File: config.mk
export PLATFORM = sky130hd
export DESIGN_NAME = pc_unit
export DESIGN_NICKNAME = d
export VERILOG_FILES = /design/src/rtl/pc_pkg.sv /design/src/rtl/ras_stack.sv /design/src/rtl/pc_unit.sv
export SDC_FILE = /design/constraint.sdc
export NUM_CORES = 1
export LEC_CHECK = 0
export ABC_AREA = 1
export BUFFER_PORTS_ARGS = -buffer_cell sky130_fd_sc_hd__buf_4
export CAP_MARGIN = 0
export CORE_ASPECT_RATIO = 0.9
export CORE_UTILIZATION = 43
export CTS_CLUSTER_SIZE = 12
export DETAILED_ROUTE_END_ITERATION = 16
export GPL_TIMING_DRIVEN = 0
export SYNTH_ARGS = -nofsm -noshare
export SYNTH_HDL_FRONTEND = slang
export SYNTH_HIERARCHICAL = 1
export SYNTH_SLANG_ARGS = --single-unit
File: constraint.sdc
create_clock -name CLK -period 10.25 [get_ports CLK]
set_input_delay 1.5375 -clock CLK [delete_from_list [all_inputs] [get_ports CLK]]
set_output_delay 1.5375 -clock CLK [all_outputs]
set_load 0.1 [all_outputs]
File: src/rtl/pc_pkg.sv
// Shared definitions for the program-counter unit: next-PC source encodings
// and the default exception vector.
package pc_pkg;

  typedef enum logic [2:0] {
    PCSRC_SEQ = 3'd0,
    PCSRC_BR  = 3'd1,
    PCSRC_J   = 3'd2,
    PCSRC_REG = 3'd3,
    PCSRC_RET = 3'd4,
    PCSRC_EXC = 3'd5
  } pcsrc_e;

  localparam logic [31:0] EXC_VEC_DEFAULT = 32'h0000_0180;

endpackage

File: src/rtl/ras_stack.sv
// Return-address stack: circular buffer addressed by a top pointer, with a
// saturating occupancy count so that pushing onto a full stack drops the oldest entry.
module ras_stack #(
  parameter int unsigned ADDR_W    = 32,
  parameter int unsigned RAS_DEPTH = 4
) (
  input  logic              CLK,
  input  logic              RST,
  input  logic              push,
  input  logic              pop,
  input  logic [ADDR_W-1:0] wdata,
  output logic [ADDR_W-1:0] top,
  output logic              empty,
  output logic              full
);

  localparam int unsigned PTR_W = $clog2(RAS_DEPTH);
  localparam int unsigned CNT_W = $clog2(RAS_DEPTH + 1);

  logic [ADDR_W-1:0] mem_q [RAS_DEPTH];
  logic [PTR_W-1:0]  ptr_q, ptr_d, wr_ptr;
  logic [CNT_W-1:0]  cnt_q, cnt_d;
  logic              wr_en;
  logic              pop_ok;

  assign empty  = (cnt_q == '0);
  assign full   = (cnt_q == CNT_W'(RAS_DEPTH));
  assign top    = mem_q[ptr_q];
  assign pop_ok = pop & ~empty;

  always_comb begin
    ptr_d  = ptr_q;
    cnt_d  = cnt_q;
    wr_en  = 1'b0;
    wr_ptr = ptr_q;
    if (pop_ok && push) begin
      // Replace the entry being returned through; depth is unchanged.
      wr_en = 1'b1;
    end else if (pop_ok) begin
      ptr_d = ptr_q - PTR_W'(1);
      cnt_d = cnt_q - CNT_W'(1);
    end else if (push) begin
      // When full, ptr+1 wraps onto the oldest entry.
      ptr_d  = ptr_q + PTR_W'(1);
      wr_ptr = ptr_q + PTR_W'(1);
      wr_en  = 1'b1;
      if (!full) cnt_d = cnt_q + CNT_W'(1);
    end
  end

  always_ff @(posedge CLK or posedge RST) begin
    if (RST) begin
      ptr_q <= '0;
      cnt_q <= '0;
    end else begin
      ptr_q <= ptr_d;
      cnt_q <= cnt_d;
    end
  end

  generate
    for (genvar gi = 0; gi < RAS_DEPTH; gi++) begin : g_entry
      always_ff @(posedge CLK) begin
        if (wr_en && !RST && (wr_ptr == PTR_W'(gi))) mem_q[gi] <= wdata;
      end
    end
  endgenerate

endmodule

File: src/rtl/pc_unit.sv
// Program-counter unit: next-PC selection, misaligned-target trap, PC register,
// and the return-address stack used by call/return.
module pc_unit
  import pc_pkg::*;
#(
  parameter int unsigned       ADDR_W    = 32,
  parameter logic [ADDR_W-1:0] RESET_VEC = '0,
  parameter logic [31:0]       EXC_VEC   = EXC_VEC_DEFAULT,
  parameter int unsigned       RAS_DEPTH = 4
) (
  input  logic              CLK,
  input  logic              RST,
  input  logic              PCWre,
  input  logic [2:0]        PCSrc,
  input  logic [15:0]       Imm,
  input  logic [25:0]       JTarget,
  input  logic [ADDR_W-1:0] RegTarget,
  input  logic              Push,
  output logic [ADDR_W-1:0] PCOUT,
  output logic [ADDR_W-1:0] PCPlus4,
  output logic              RasEmpty,
  output logic              RasFull,
  output logic              MisalignErr,
  output logic [ADDR_W-1:0] BadAddr
);

  localparam logic [ADDR_W-1:0] EXC_ADDR = ADDR_W'(EXC_VEC);

  logic [ADDR_W-1:0] pc_q, pc_d;
  logic [ADDR_W-1:0] bad_addr_q;
  logic              merr_q;
  logic [ADDR_W-1:0] cand;
  logic [ADDR_W-1:0] br_off;
  logic [ADDR_W-1:0] ras_top;
  logic              hold;
  logic              pc_update;
  logic              trap;
  logic              ras_push, ras_pop;

  assign PCPlus4 = pc_q + ADDR_W'(4);
  assign br_off  = {{(ADDR_W-18){Imm[15]}}, Imm, 2'b00};

  always_comb begin
    cand = PCPlus4;
    hold = 1'b0;
    case (PCSrc)
      PCSRC_SEQ: cand = PCPlus4;
      PCSRC_BR:  cand = PCPlus4 + br_off;
      PCSRC_J:   cand = {PCPlus4[ADDR_W-1:28], JTarget, 2'b00};
      PCSRC_REG: cand = RegTarget;
      PCSRC_RET: cand = RasEmpty ? RegTarget : ras_top;
      PCSRC_EXC: cand = EXC_ADDR;
      default:   hold = 1'b1;
    endcase
  end

  assign pc_update = PCWre & ~hold;
  assign trap      = pc_update & (cand[1:0] != 2'b00);
  assign pc_d      = trap ? EXC_ADDR : cand;
  assign ras_push  = PCWre & Push;
  assign ras_pop   = PCWre & (PCSrc == PCSRC_RET) & ~RasEmpty;

  always_ff @(posedge CLK or posedge RST) begin
    if (RST) begin
      pc_q       <= RESET_VEC;
      bad_addr_q <= '0;
      merr_q     <= 1'b0;
    end else begin
      // Error flag is a single-cycle pulse, so it reloads every edge.
      merr_q <= trap;
      if (pc_update) pc_q <= pc_d;
      if (trap) bad_addr_q <= cand;
    end
  end

  ras_stack #(
    .ADDR_W   (ADDR_W),
    .RAS_DEPTH(RAS_DEPTH)
  ) u_ras (
    .CLK  (CLK),
    .RST  (RST),
    .push (ras_push),
    .pop  (ras_pop),
    .wdata(PCPlus4),
    .top  (ras_top),
    .empty(RasEmpty),
    .full (RasFull)
  );

  assign PCOUT       = pc_q;
  assign MisalignErr = merr_q;
  assign BadAddr     = bad_addr_q;

endmodule

== Yosys cells after proc, flatten, opt, wreduce, memory -nomap -nowiden ==
Memories as Yosys holds them, arrays and structs flattened.
Cells that the tools add are included.
Word-level totals
  output and inout port bits: 99
  RAM bits: 128
  memories kept: 1
  register bits after elaboration: 70
Memories
  u_ras.mem_q: words 4, bits a word 32, rd ports 1, clocked after memory_dff 0, write ports 1, RTL line ras_stack.sv:20  | logic [ADDR_W-1:0] mem_q [RAS_DEPTH];
Cells by class
  $add $sub $neg: 6
  eq/ne operators: 10
  bitwise logic cells: 8
  reduce and logical (&&, ||, !) cells: 17
  multiplexer cells: 30
Operators with widths (number)
  32-bit two-way mux: 5
  32-bit one-hot mux with 5 select lines: 1
  32-bit OR reduction: 3
  32-bit by 3-bit adder with 32-bit output, second input constant: 1
  32-bit adder: 1
  1-bit two-way mux: 14
  2-bit two-way mux: 7
  3-bit equality test, second input constant: 3
  3-bit two-way mux: 3
  1-bit bitwise AND: 6
  3-bit by 2-bit equality test with 1-bit output, second input constant: 2
  1-bit logical AND: 6
  3-bit logical NOT: 2
  6-bit OR reduction: 1
  2-bit equality test, second input constant: 2
  2-bit nonzero test: 2
  3-bit by 1-bit adder with 3-bit output, second input constant: 1
  3-bit by 1-bit equality test with 1-bit output, second input constant: 1
  3-bit AND reduction: 1
  3-bit by 1-bit subtractor with 3-bit output, second input constant: 1
  2-bit by 1-bit adder with 2-bit output, second input constant: 1
  2-bit by 1-bit equality test with 1-bit output, second input constant: 1
  2-bit logical NOT: 1
  2-bit by 1-bit inequality test with 1-bit output, second input constant: 1
  other kinds (3): 4

== Depth between registers and ports, before layout ==
Gate-level depths: netlist (run 1).
  word-level depth: 14
  depth in mapped cells: 27

== Modules after synthesis ==
The synthesis (run 1) kept the hierarchy.
By module, submodules not included
  pc_unit: cells each 1131, instances 1, area each 6717.7 µm²
  ras_stack: cells each 345, instances 1, area each 5024.8 µm²

== Least setup slack after synthesis (run 1) ==
Ideal clock, no wire load.
  path kind: reg2reg
  from: register pc_q[2], in the netlist PCOUT[2]
  to: register bad_addr_q[28], in the netlist BadAddr[28]
  stages on the path, launching flop included: 18
  arrival time: 5.659 ns
  setup time: 0.120 ns
  clock period less this slack: 5.779 ns
  buffers on the path: 0
  path slack: 4.471 ns
  path through: dfrtp_1 inv_1 nor2_4 nand2_1 nor2_4 nand2_1 xnor2_1 ha_1 a21oi_1 nor2_1 nor2_1 o21ai_0 a21oi_1 nand3_1 nand3_1 nand3_1 nand2_1 nand2_1
On the way
  word-level cells in the longest chain between the ends: 3
RTL lines
  from (decl): RTL line pc_unit.sv:29  | logic [ADDR_W-1:0] pc_q, pc_d;
  from (signal assigned): RTL line pc_unit.sv:71  | if (pc_update) pc_q <= pc_d;
  32-bit by 3-bit adder with 32-bit output: RTL line pc_unit.sv:40  | assign PCPlus4 = pc_q + ADDR_W'(4);
  net PCPlus4[2]: RTL line pc_unit.sv:20  | output logic [ADDR_W-1:0] PCPlus4,
  32-bit adder: RTL line pc_unit.sv:48  | PCSRC_BR: cand = PCPlus4 + br_off;
  32-bit one-hot mux with 5 select lines: RTL line pc_unit.sv:46  | case (PCSrc)
  to (signal assigned): RTL line pc_unit.sv:72  | if (trap) bad_addr_q <= cand;
  to (decl): RTL line pc_unit.sv:30  | logic [ADDR_W-1:0] bad_addr_q;
The timed path passes the listed nets, and every way through them passes these cells.
A chain may end at the register's enable or synchronous reset.

== Worst setup path in the final report (run 1) ==
  from: register pc_q[2], in the netlist PCOUT[2]
  to: output PCPlus4[18]
On the way
  word-level cells in the longest chain between the ends: 1
RTL lines (RTL line)
  32-bit by 3-bit adder with 32-bit output: pc_unit.sv:40
  to (decl): pc_unit.sv:20
No other way between the ends.

==> results of run 1 <==
-- metal layers --
metal / wire (um) / track usage [%] / vias to the layer above
li1: - / - / 5278
met1: 18300 / 41.4 / 5193
met2: 18700 / 47.0 / 385
met3: 2540 / 4.14 / 67
met4: 1250 / 10.8 / 0
met5: 0 / 0 / -
-- flip-flops by register name, summed over array words and instances (netlist names) --
register	count
u_ras/mem_q	128
u_ras/cnt_q	3
PCOUT	32
MisalignErr	1
BadAddr	32
u_ras/ptr_q	2
-- power breakdown --
group / switching [mW] / total (mW) / internal [mW] / leakage (nW)
clock: 0.354 / 0.681 / 0.327 / 0.281
sequential: 0.111 / 1.14 / 1.03 / 2.07
combinational: 1.99 / 2.56 / 0.567 / 4.34
-- logic make-up after synthesis --
logic type      count (synthesis)
flops                         198
buf+inv                       206
fa+ha+maj                      36
simple gates                  860
compound gates                158
xor+xnor                       18
-- how the worst max path moves through the flow --
stage / slack, ps / to
6_report: 5550 / PCPlus4[18]
5_1_grt: 5390 / PCPlus4[19]
4_1_cts: 5570 / PCPlus4[18]
3_5_place_dp: 6070 / PCPlus4[18]
3_3_place_gp: 4450 / u_ras/mem_q[2][25]
2_1_floorplan: 4470 / BadAddr[28]
-- cell type report --
| cell class | count | area [sq um] |
|---|---|---|
| buffer | 42 | 260 |
| clock buffer | 17 | 425 |
| clock inverter | 14 | 154 |
| fill | 2606 | 12700 |
| inverter | 164 | 621 |
| multi-input combinational | 1072 | 5300 |
| sequential | 198 | 5600 |
| tap | 354 | 443 |
| timing repair buffer | 183 | 1420 |
-- worst min-delay path: cells and delay by family, from the launching register on --
kind             cells  cell delay (ps)
flip-flops           1              350
AND/OR/NAND/NOR      2              100
-- cell usage in the layout (no fill, tap or decap), types with 18 or more instances in the layout --
master / n
sky130_fd_sc_hd__edfxtp_1: 128
sky130_fd_sc_hd__inv_2: 18
sky130_fd_sc_hd__a221oi_1: 20
sky130_fd_sc_hd__nand2_1: 562
sky130_fd_sc_hd__a22oi_1: 26
sky130_fd_sc_hd__nand3_1: 119
sky130_fd_sc_hd__ha_1: 34
sky130_fd_sc_hd__o21ai_0: 32
sky130_fd_sc_hd__buf_4: 187
sky130_fd_sc_hd__inv_1: 143
sky130_fd_sc_hd__nor2_1: 83
sky130_fd_sc_hd__nand4_1: 27
sky130_fd_sc_hd__dfrtp_1: 70
sky130_fd_sc_hd__a21oi_1: 57
==> impl_results.rst, run 1 <==
.. list-table::
   :header-rows: 1

   * - Metric
     - Value
   * - Detailed-route wire length
     - approximately 41 mm
   * - Number of nets in the synthesized netlist
     - 1593
   * - TritonCTS clock tree
     - built
   * - Sequential fraction of the synthesis area
     - 47.7%
   * - Slowest cell on the critical path
     - sky130_fd_sc_hd__xnor2_1
   * - Combinational family with the most area after synthesis
     - simple AND/OR/NAND/NOR gates
   * - F_max
     - 213 MHz
   * - Hold_ws
     - about 480 ps
   * - Clock insertion delay at the later pin of the skew report
     - 460 ps
   * - Number of cells after detailed placement
     - about 2000
   * - End of the worst register-to-register path
     - BadAddr[31]
   * - Final period utilization
     - 45.9%
   * - Antenna violations before repair
     - 0
   * - P&R area growth vs syn
     - 21.1%
   * - Placed wire-length estimate after detailed placement
     - 31.9 mm
   * - Total number of clock tree sinks
     - 198
   * - Post-Synthesis Cells
     - 1476
   * - Final core utilization
     - 52.9%
   * - Required time worst endpoint
     - a little under 9000 ps
   * - Detailed Routing Iterations Pass 1
     - 5
   * - CP max stage delay
     - between 700 and 800 ps
   * - Worst vdd rail ir drop
     - 0.000274 V
   * - Global-route wire length before repair
     - 61.5 mm
   * - Portion of netlist area occupied by mux cells
     - 0%
   * - CP Launch Type
     - flip-flop
   * - Setup-failing EPs final
     - 0
   * - Row count
     - between 50 and 60
   * - Total count of hold-check failures in the final report
     - 0
   * - Crit-path cells
     - ha_1 -> nand2_1 -> inv_1 -> nand3_1 -> inv_1 -> nand2_1 -> nor2_1 -> nand2_1 -> xnor2_1 -> buf_4
   * - Worst-case register-to-register setup slack
     - 5970 ps
   * - Maximum buffer depth of the clock tree
     - 2
   * - WHS Endpoint
     - BadAddr[10]
   * - Final setup margin
     - 5550 ps
   * - Worst path depth
     - 10
   * - Endpoint class of the critical path
     - output pin
   * - Number of enable flip-flop cells after synthesis
     - 128
   * - Count of distinct cell types in the synthesized netlist
     - 47
   * - Remaining number of nets flagged by the antenna check after routing
     - 0
   * - Largest net degree at the start of global routing
     - 66
   * - Weighted congestion reported at the end of routability-driven placement
     - around 0.95
   * - Number of buffer cells added on primary ports
     - ~180
   * - Initial core utilization
     - between 40% and 50%
   * - Mean post-synth cell area
     - 7.96 sq um
   * - Top-count cell post-synth
     - sky130_fd_sc_hd__nand2_1
   * - Share of the synthesized area in the top cell type
     - 32.7%
   * - Number of cells on the worst hold path
     - 2
   * - Syn Std Cell Area
     - 11700 sq um
   * - Post-cts repair resize count
     - 0
   * - TritonCTS buffer count
     - 17
   * - Grt ovf
     - 0
   * - Count of non-filler cells in the finished layout
     - between 2000 and 2500
   * - Fraction of final layout cells with drive strength greater than 1
     - 17.9%
   * - Count of routing violations after the opening detailed-route iteration
     - roughly 740
   * - Routed wire per std cell
     - 20.0 um
   * - Clock root buffer
     - sky130_fd_sc_hd__clkbuf_16
   * - Cell Area, Placed
     - between 10000 and 15000 sq um
   * - Fraction of synthesis flops using an asynchronous set or reset pin
     - a little over a third
   * - Total I/O pin count
     - 180
   * - Vias in the first global route
     - 10500
   * - Number of buffers inserted by hold repair at cts
     - 0
   * - Dominant cells by area after synthesis
     - sky130_fd_sc_hd__edfxtp_1 (33%), sky130_fd_sc_hd__nand2_1 (18%), sky130_fd_sc_hd__dfrtp_1 (15%)
   * - Post-route DRC violation count
     - 0
   * - CTS H-Tree Depth
     - 4
   * - Area fraction in compound gates after synthesis
     - 8.47%
   * - Net total in the final layout
     - ~1800
   * - Worst-Margin Slew
     - 1020 ps
   * - FF+latch count, synth
     - slightly below 200
   * - N_diodes
     - 0
   * - Status
     - finished, final reports clean
   * - Final critical delay including setup and external delays
     - 4700 ps
   * - Setup slack at placement
     - 6070 ps
   * - Simple-gate share of the synthesized area
     - just over 30%
   * - Post-route clock skew
     - roughly 16 ps
   * - Worst R2R Path Depth
     - 22
   * - Cell occurring most often along the worst timing path
     - sky130_fd_sc_hd__nand2_1
   * - Global routing usage summed across all routing layers
     - 29.7%
   * - Number of buffers inserted to repair setup after CTS
     - 0
   * - Synth Area in Adders
     - 3.96%
   * - Max-slew violation count
     - 0
   * - Post-synth top cells
     - sky130_fd_sc_hd__nand2_1 (562), sky130_fd_sc_hd__inv_1 (144), sky130_fd_sc_hd__edfxtp_1 (128)
   * - Leakage power total
     - 6.69 nW
   * - Yosys warning count
     - 6
   * - Clock edge transition at the registers on the reported setup and hold paths
     - 80 ps
   * - CP Max Fanout
     - 7
   * - Library cell occupying the most area in the post-synthesis netlist
     - sky130_fd_sc_hd__edfxtp_1
   * - Pwr Total
     - 4.38 mW
   * - Signal arrival time at the worst endpoint
     - 3170 ps
   * - Die outline width
     - about 180 um
   * - Most frequently used flop master after synthesis
     - sky130_fd_sc_hd__edfxtp_1
   * - Die Height
     - ~160 um
   * - Source of the worst hold timing path
     - BadAddr[10]
   * - Overall die area
     - about 28000 sq um
   * - Std-Cell Core Area
     - 26900 sq um
   * - Via density per instance
     - 5.34
   * - Pwr Density
     - 308 nW/um^2
   * - Startpoint of the worst-slack reg-to-reg timing path
     - PCOUT[2]
   * - Count of max-cap constraint violations
     - 0
   * - Setup TNS
     - 0 ps
   * - Total number of vias
     - about 11000
   * - Post-synthesis share of cell area spent on xor and xnor gates
     - 1.34%
   * - Post-route cell area
     - 14200 sq um
   * - Family with the most delay on the worst path
     - XOR/XNOR gates
   * - Bufs and invs on worst path
     - 3
   * - Worst hold path type
     - reg2reg
   * - Unrepaired setup endpoints after global routing
     - false
   * - Relative slew margins
     - 31.7%
   * - Launching element of the worst setup path
     - PCOUT[2]
   * - Critical Setup Path Class
     - reg2out
No activity file was read; power rests on OpenSTA's default activity.
==> inputs of run 2 (changes only) <==
--- a/config.mk
+++ b/config.mk
@@ -13,6 +13,7 @@
 export CTS_CLUSTER_SIZE = 12
 export DETAILED_ROUTE_END_ITERATION = 16
 export GPL_TIMING_DRIVEN = 0
+export PLACE_DENSITY = 0.66
 export SYNTH_ARGS = -nofsm -noshare
 export SYNTH_HDL_FRONTEND = slang
 export SYNTH_HIERARCHICAL = 1
==> constraint.sdc (replaced) <==
create_clock -name CLK -period 3.8 [get_ports CLK]
set_input_delay 0.57 -clock CLK [delete_from_list [all_inputs] [get_ports CLK]]
set_output_delay 0.57 -clock CLK [all_outputs]
set_load 0.1 [all_outputs]
==> run 2 against run 1 <==
Hold slack got worse by 400 ps. Critical path depth increased by 13. Worst setup slack got worse by 5300 ps. Clock power increased to 2.9 times the previous value. Die area unchanged. Power increased to 2.8 times the previous value. Register-to-register slack got worse by 5700 ps. Sequential cell count unchanged. Wire length decreased by 0.32%. Sequential share of layout area decreased by 1.5 points. Sequential power increased to 2.7 times the previous value. First-iteration DRC count increased by 39%.
==> impl_results.rst, run 2 (synthesis results as in run 1) <==
.. list-table::
   :header-rows: 1

   * - Metric
     - Value
   * - Largest net degree at the start of global routing
     - 34
   * - Count of routing violations after the opening detailed-route iteration
     - ~1000
   * - Most common cell after layout, fill and taps aside
     - sky130_fd_sc_hd__nand2_1
   * - Final period utilization
     - 93.7%
   * - CTS H-Tree Depth
     - 4
   * - Flip-flop count of the largest register after layout
     - 128
   * - Max-slew violation count
     - 0
   * - Leakage power total
     - around 6.9 nW
   * - Slowest cell on the critical path
     - sky130_fd_sc_hd__dfrtp_2
   * - Weighted congestion reported at the end of routability-driven placement
     - 0.935
   * - Grt ovf
     - 0
   * - Required time worst endpoint
     - 4140 ps
   * - Fraction of final layout cells with drive strength greater than 1
     - 22.2%
   * - Setup TNS
     - 0 ps
   * - Die Height
     - 159 um
   * - Total number of clock tree sinks
     - 198
   * - Die outline width
     - 176 um
   * - Commonest cells after routing, fill and taps aside
     - sky130_fd_sc_hd__nand2_1 (554), sky130_fd_sc_hd__buf_4 (195), sky130_fd_sc_hd__inv_1 (138)
   * - Global routing usage summed across all routing layers
     - 29.2%
   * - F_max
     - roughly 280 MHz
   * - Crit-path cells
     - ha_1 -> nand2_1 -> inv_2 -> nand3_4 -> inv_1 -> nand2_2 -> nor2_1 -> nand2_2 -> o21ai_0 -> and2_4 -> ha_4 -> nand2_2 -> nor3_2 -> inv_1 -> nor2_2 -> and2_1 -> nand2_1 -> nand2_1 -> nand2_1 -> nand3_1 -> nand3_1 -> nand2_1 -> nand2_1
   * - Total count of hold-check failures in the final report
     - 0
   * - Post-route cell area
     - around 15000 sq um
   * - Endpoint class of the critical path
     - flip-flop
   * - Layout filler cell count
     - 2499
   * - Count of max-cap constraint violations
     - 0
   * - Placed wire-length estimate after detailed placement
     - 31.7 mm
   * - P&R area growth vs syn
     - 26.2%
   * - Vias in the first global route
     - 10200
   * - Antenna violations before repair
     - 0
   * - Number of buffer cells added on primary ports
     - around 180
   * - Global-route wire length before repair
     - 60.6 mm
   * - Flip-flop and latch area
     - 5610 sq um
   * - TritonCTS clock tree
     - built
   * - Clock root buffer
     - sky130_fd_sc_hd__clkbuf_16
   * - Total number of vias
     - 11100
   * - Detailed Routing Iterations Pass 1
     - 5
   * - TritonCTS buffer count
     - 17
   * - CP max stage delay
     - 420 ps
   * - N_diodes
     - 0
   * - Area used by multi-input combinational logic
     - 5750 sq um
   * - Count of non-filler cells in the finished layout
     - 2054
   * - Via density per instance
     - ~5.4
   * - Detailed-route wire length
     - 40.7 mm
   * - Net total in the final layout
     - 1804
   * - Number of cells after detailed placement
     - slightly above 2000
   * - Clock insertion delay at the later pin of the skew report
     - roughly 450 ps
   * - Std-Cell Core Area
     - approximately 27000 sq um
   * - Startpoint of the worst-slack reg-to-reg timing path
     - PCOUT[2]
   * - Relative slew margins
     - 42.1%
   * - Critical Setup Path Class
     - reg2reg
   * - Cell occurring most often along the worst timing path
     - sky130_fd_sc_hd__nand2_1
   * - Worst hold path type
     - in2async
   * - Row count
     - 57
   * - End of the worst register-to-register path
     - PCOUT[30]
   * - Worst-Margin Slew
     - 868 ps
   * - Pwr Density
     - 820 nW/um^2
   * - Signal arrival time at the worst endpoint
     - 3900 ps
   * - Register with the most flip-flops
     - u_ras/mem_q
   * - Post-route DRC violation count
     - 0
   * - Final critical delay including setup and external delays
     - 3560 ps
   * - CP Launch Type
     - flip-flop
   * - Clock edge transition at the registers on the reported setup and hold paths
     - 90 ps
   * - Setup-failing EPs final
     - 0
   * - Worst vdd rail ir drop
     - 0.000732 V
   * - Worst-case register-to-register setup slack
     - 240 ps
   * - Status
     - finished, final reports clean
   * - Total I/O pin count
     - 180
   * - Overall die area
     - 28000 sq um
   * - Post-route clock skew
     - approximately 19 ps
   * - Cell Area, Placed
     - 14000 sq um
   * - Routed wire per std cell
     - 19.8 um
   * - Worst R2R Path Depth
     - 23
   * - Pwr Total
     - 12.1 mW
   * - Maximum buffer depth of the clock tree
     - 2
   * - Initial core utilization
     - 43.7%
   * - Remaining number of nets flagged by the antenna check after routing
     - 0
   * - CP Max Fanout
     - 6
## run 2: cell count changes in the layout (fill, tap and decap cells not counted), sizes merged
cell,delta
buf,+9
bufinv,+2
clkbuf,+1
clkinv,+1
clkinvlp,+1
inv,-4
## run 2: layout make-up
class | count | area share [%]
Buffer | 42 | 1.76
Inverter | 164 | 4.22
Clock inverter | 14 | 1.35
Tap cell | 354 | 2.99
Sequential cell | 198 | 37.8
Multi-Input combinational cell | 1072 | 38.8
Timing Repair Buffer | 192 | 10.2
Clock buffer | 18 | 2.90
## run 2: stage by stage
step | util, % | worst slack, ps | hold WS [ps]
after CTS | 54.5 | 14.0 | 53.0
after floorplan | - | -584 | 349
after global routing | 55.1 | -5.76 | 52.8
after detailed placement | 52.2 | -113 | 464
after global placement | 51.7 | -233 | 462
final | 55.1 | 238 | 78.6
## run 2: worst max path at each step
stage | end | slack (ps) | startpoint
after floorplan | PCOUT[8] | -580 | PCOUT[2]
after global placement | u_ras/mem_q[2][24] | -230 | PCSrc[0]
after detailed placement | PCOUT[29] | -110 | PCOUT[2]
after CTS | BadAddr[22] | 10 | PCOUT[2]
after global routing | BadAddr[22] | -6 | PCOUT[2]
final | PCOUT[30] | 240 | PCOUT[2]
## run 2: power breakdown
part	total [mW]	switching (mW)	internal, mW
sequential	3.11	0.328	2.78
combinational	7.07	5.42	1.65
clock	1.97	0.954	1.02
total	12.1	6.70	5.45
## run 2: metal layers
| layer | track usage, % | wire length [um] | vias up |
|---|---|---|---|
| met2 | 45.2 | 18400 | 459 |
| met4 | 8.22 | 984 | 0 |
| met3 | 4.93 | 3060 | 59 |
| met5 | 0 | 0 | - |
| met1 | 41.9 | 18200 | 5294 |
| li1 | - | - | 5290 |
## run 2: critical path: cells and delay by family, from the launching register on
family	cells	cell delay, ps
adders and majority gates	2	380
buffers and inverters	3	310
and+or+nand+nor	17	2050
DFF	1	420
AOI/OAI and AO/OA	1	270
## run 2: repair_timing
action | CTS | global route
endpoints found under the setup margin | 16 | 24
endpoints found under the hold margin | 0 | 0
setup buffers | 0 | 8
pin swaps | 0 | 4
gates resized for setup | 3 | 24
hold buffers | 0 | 0
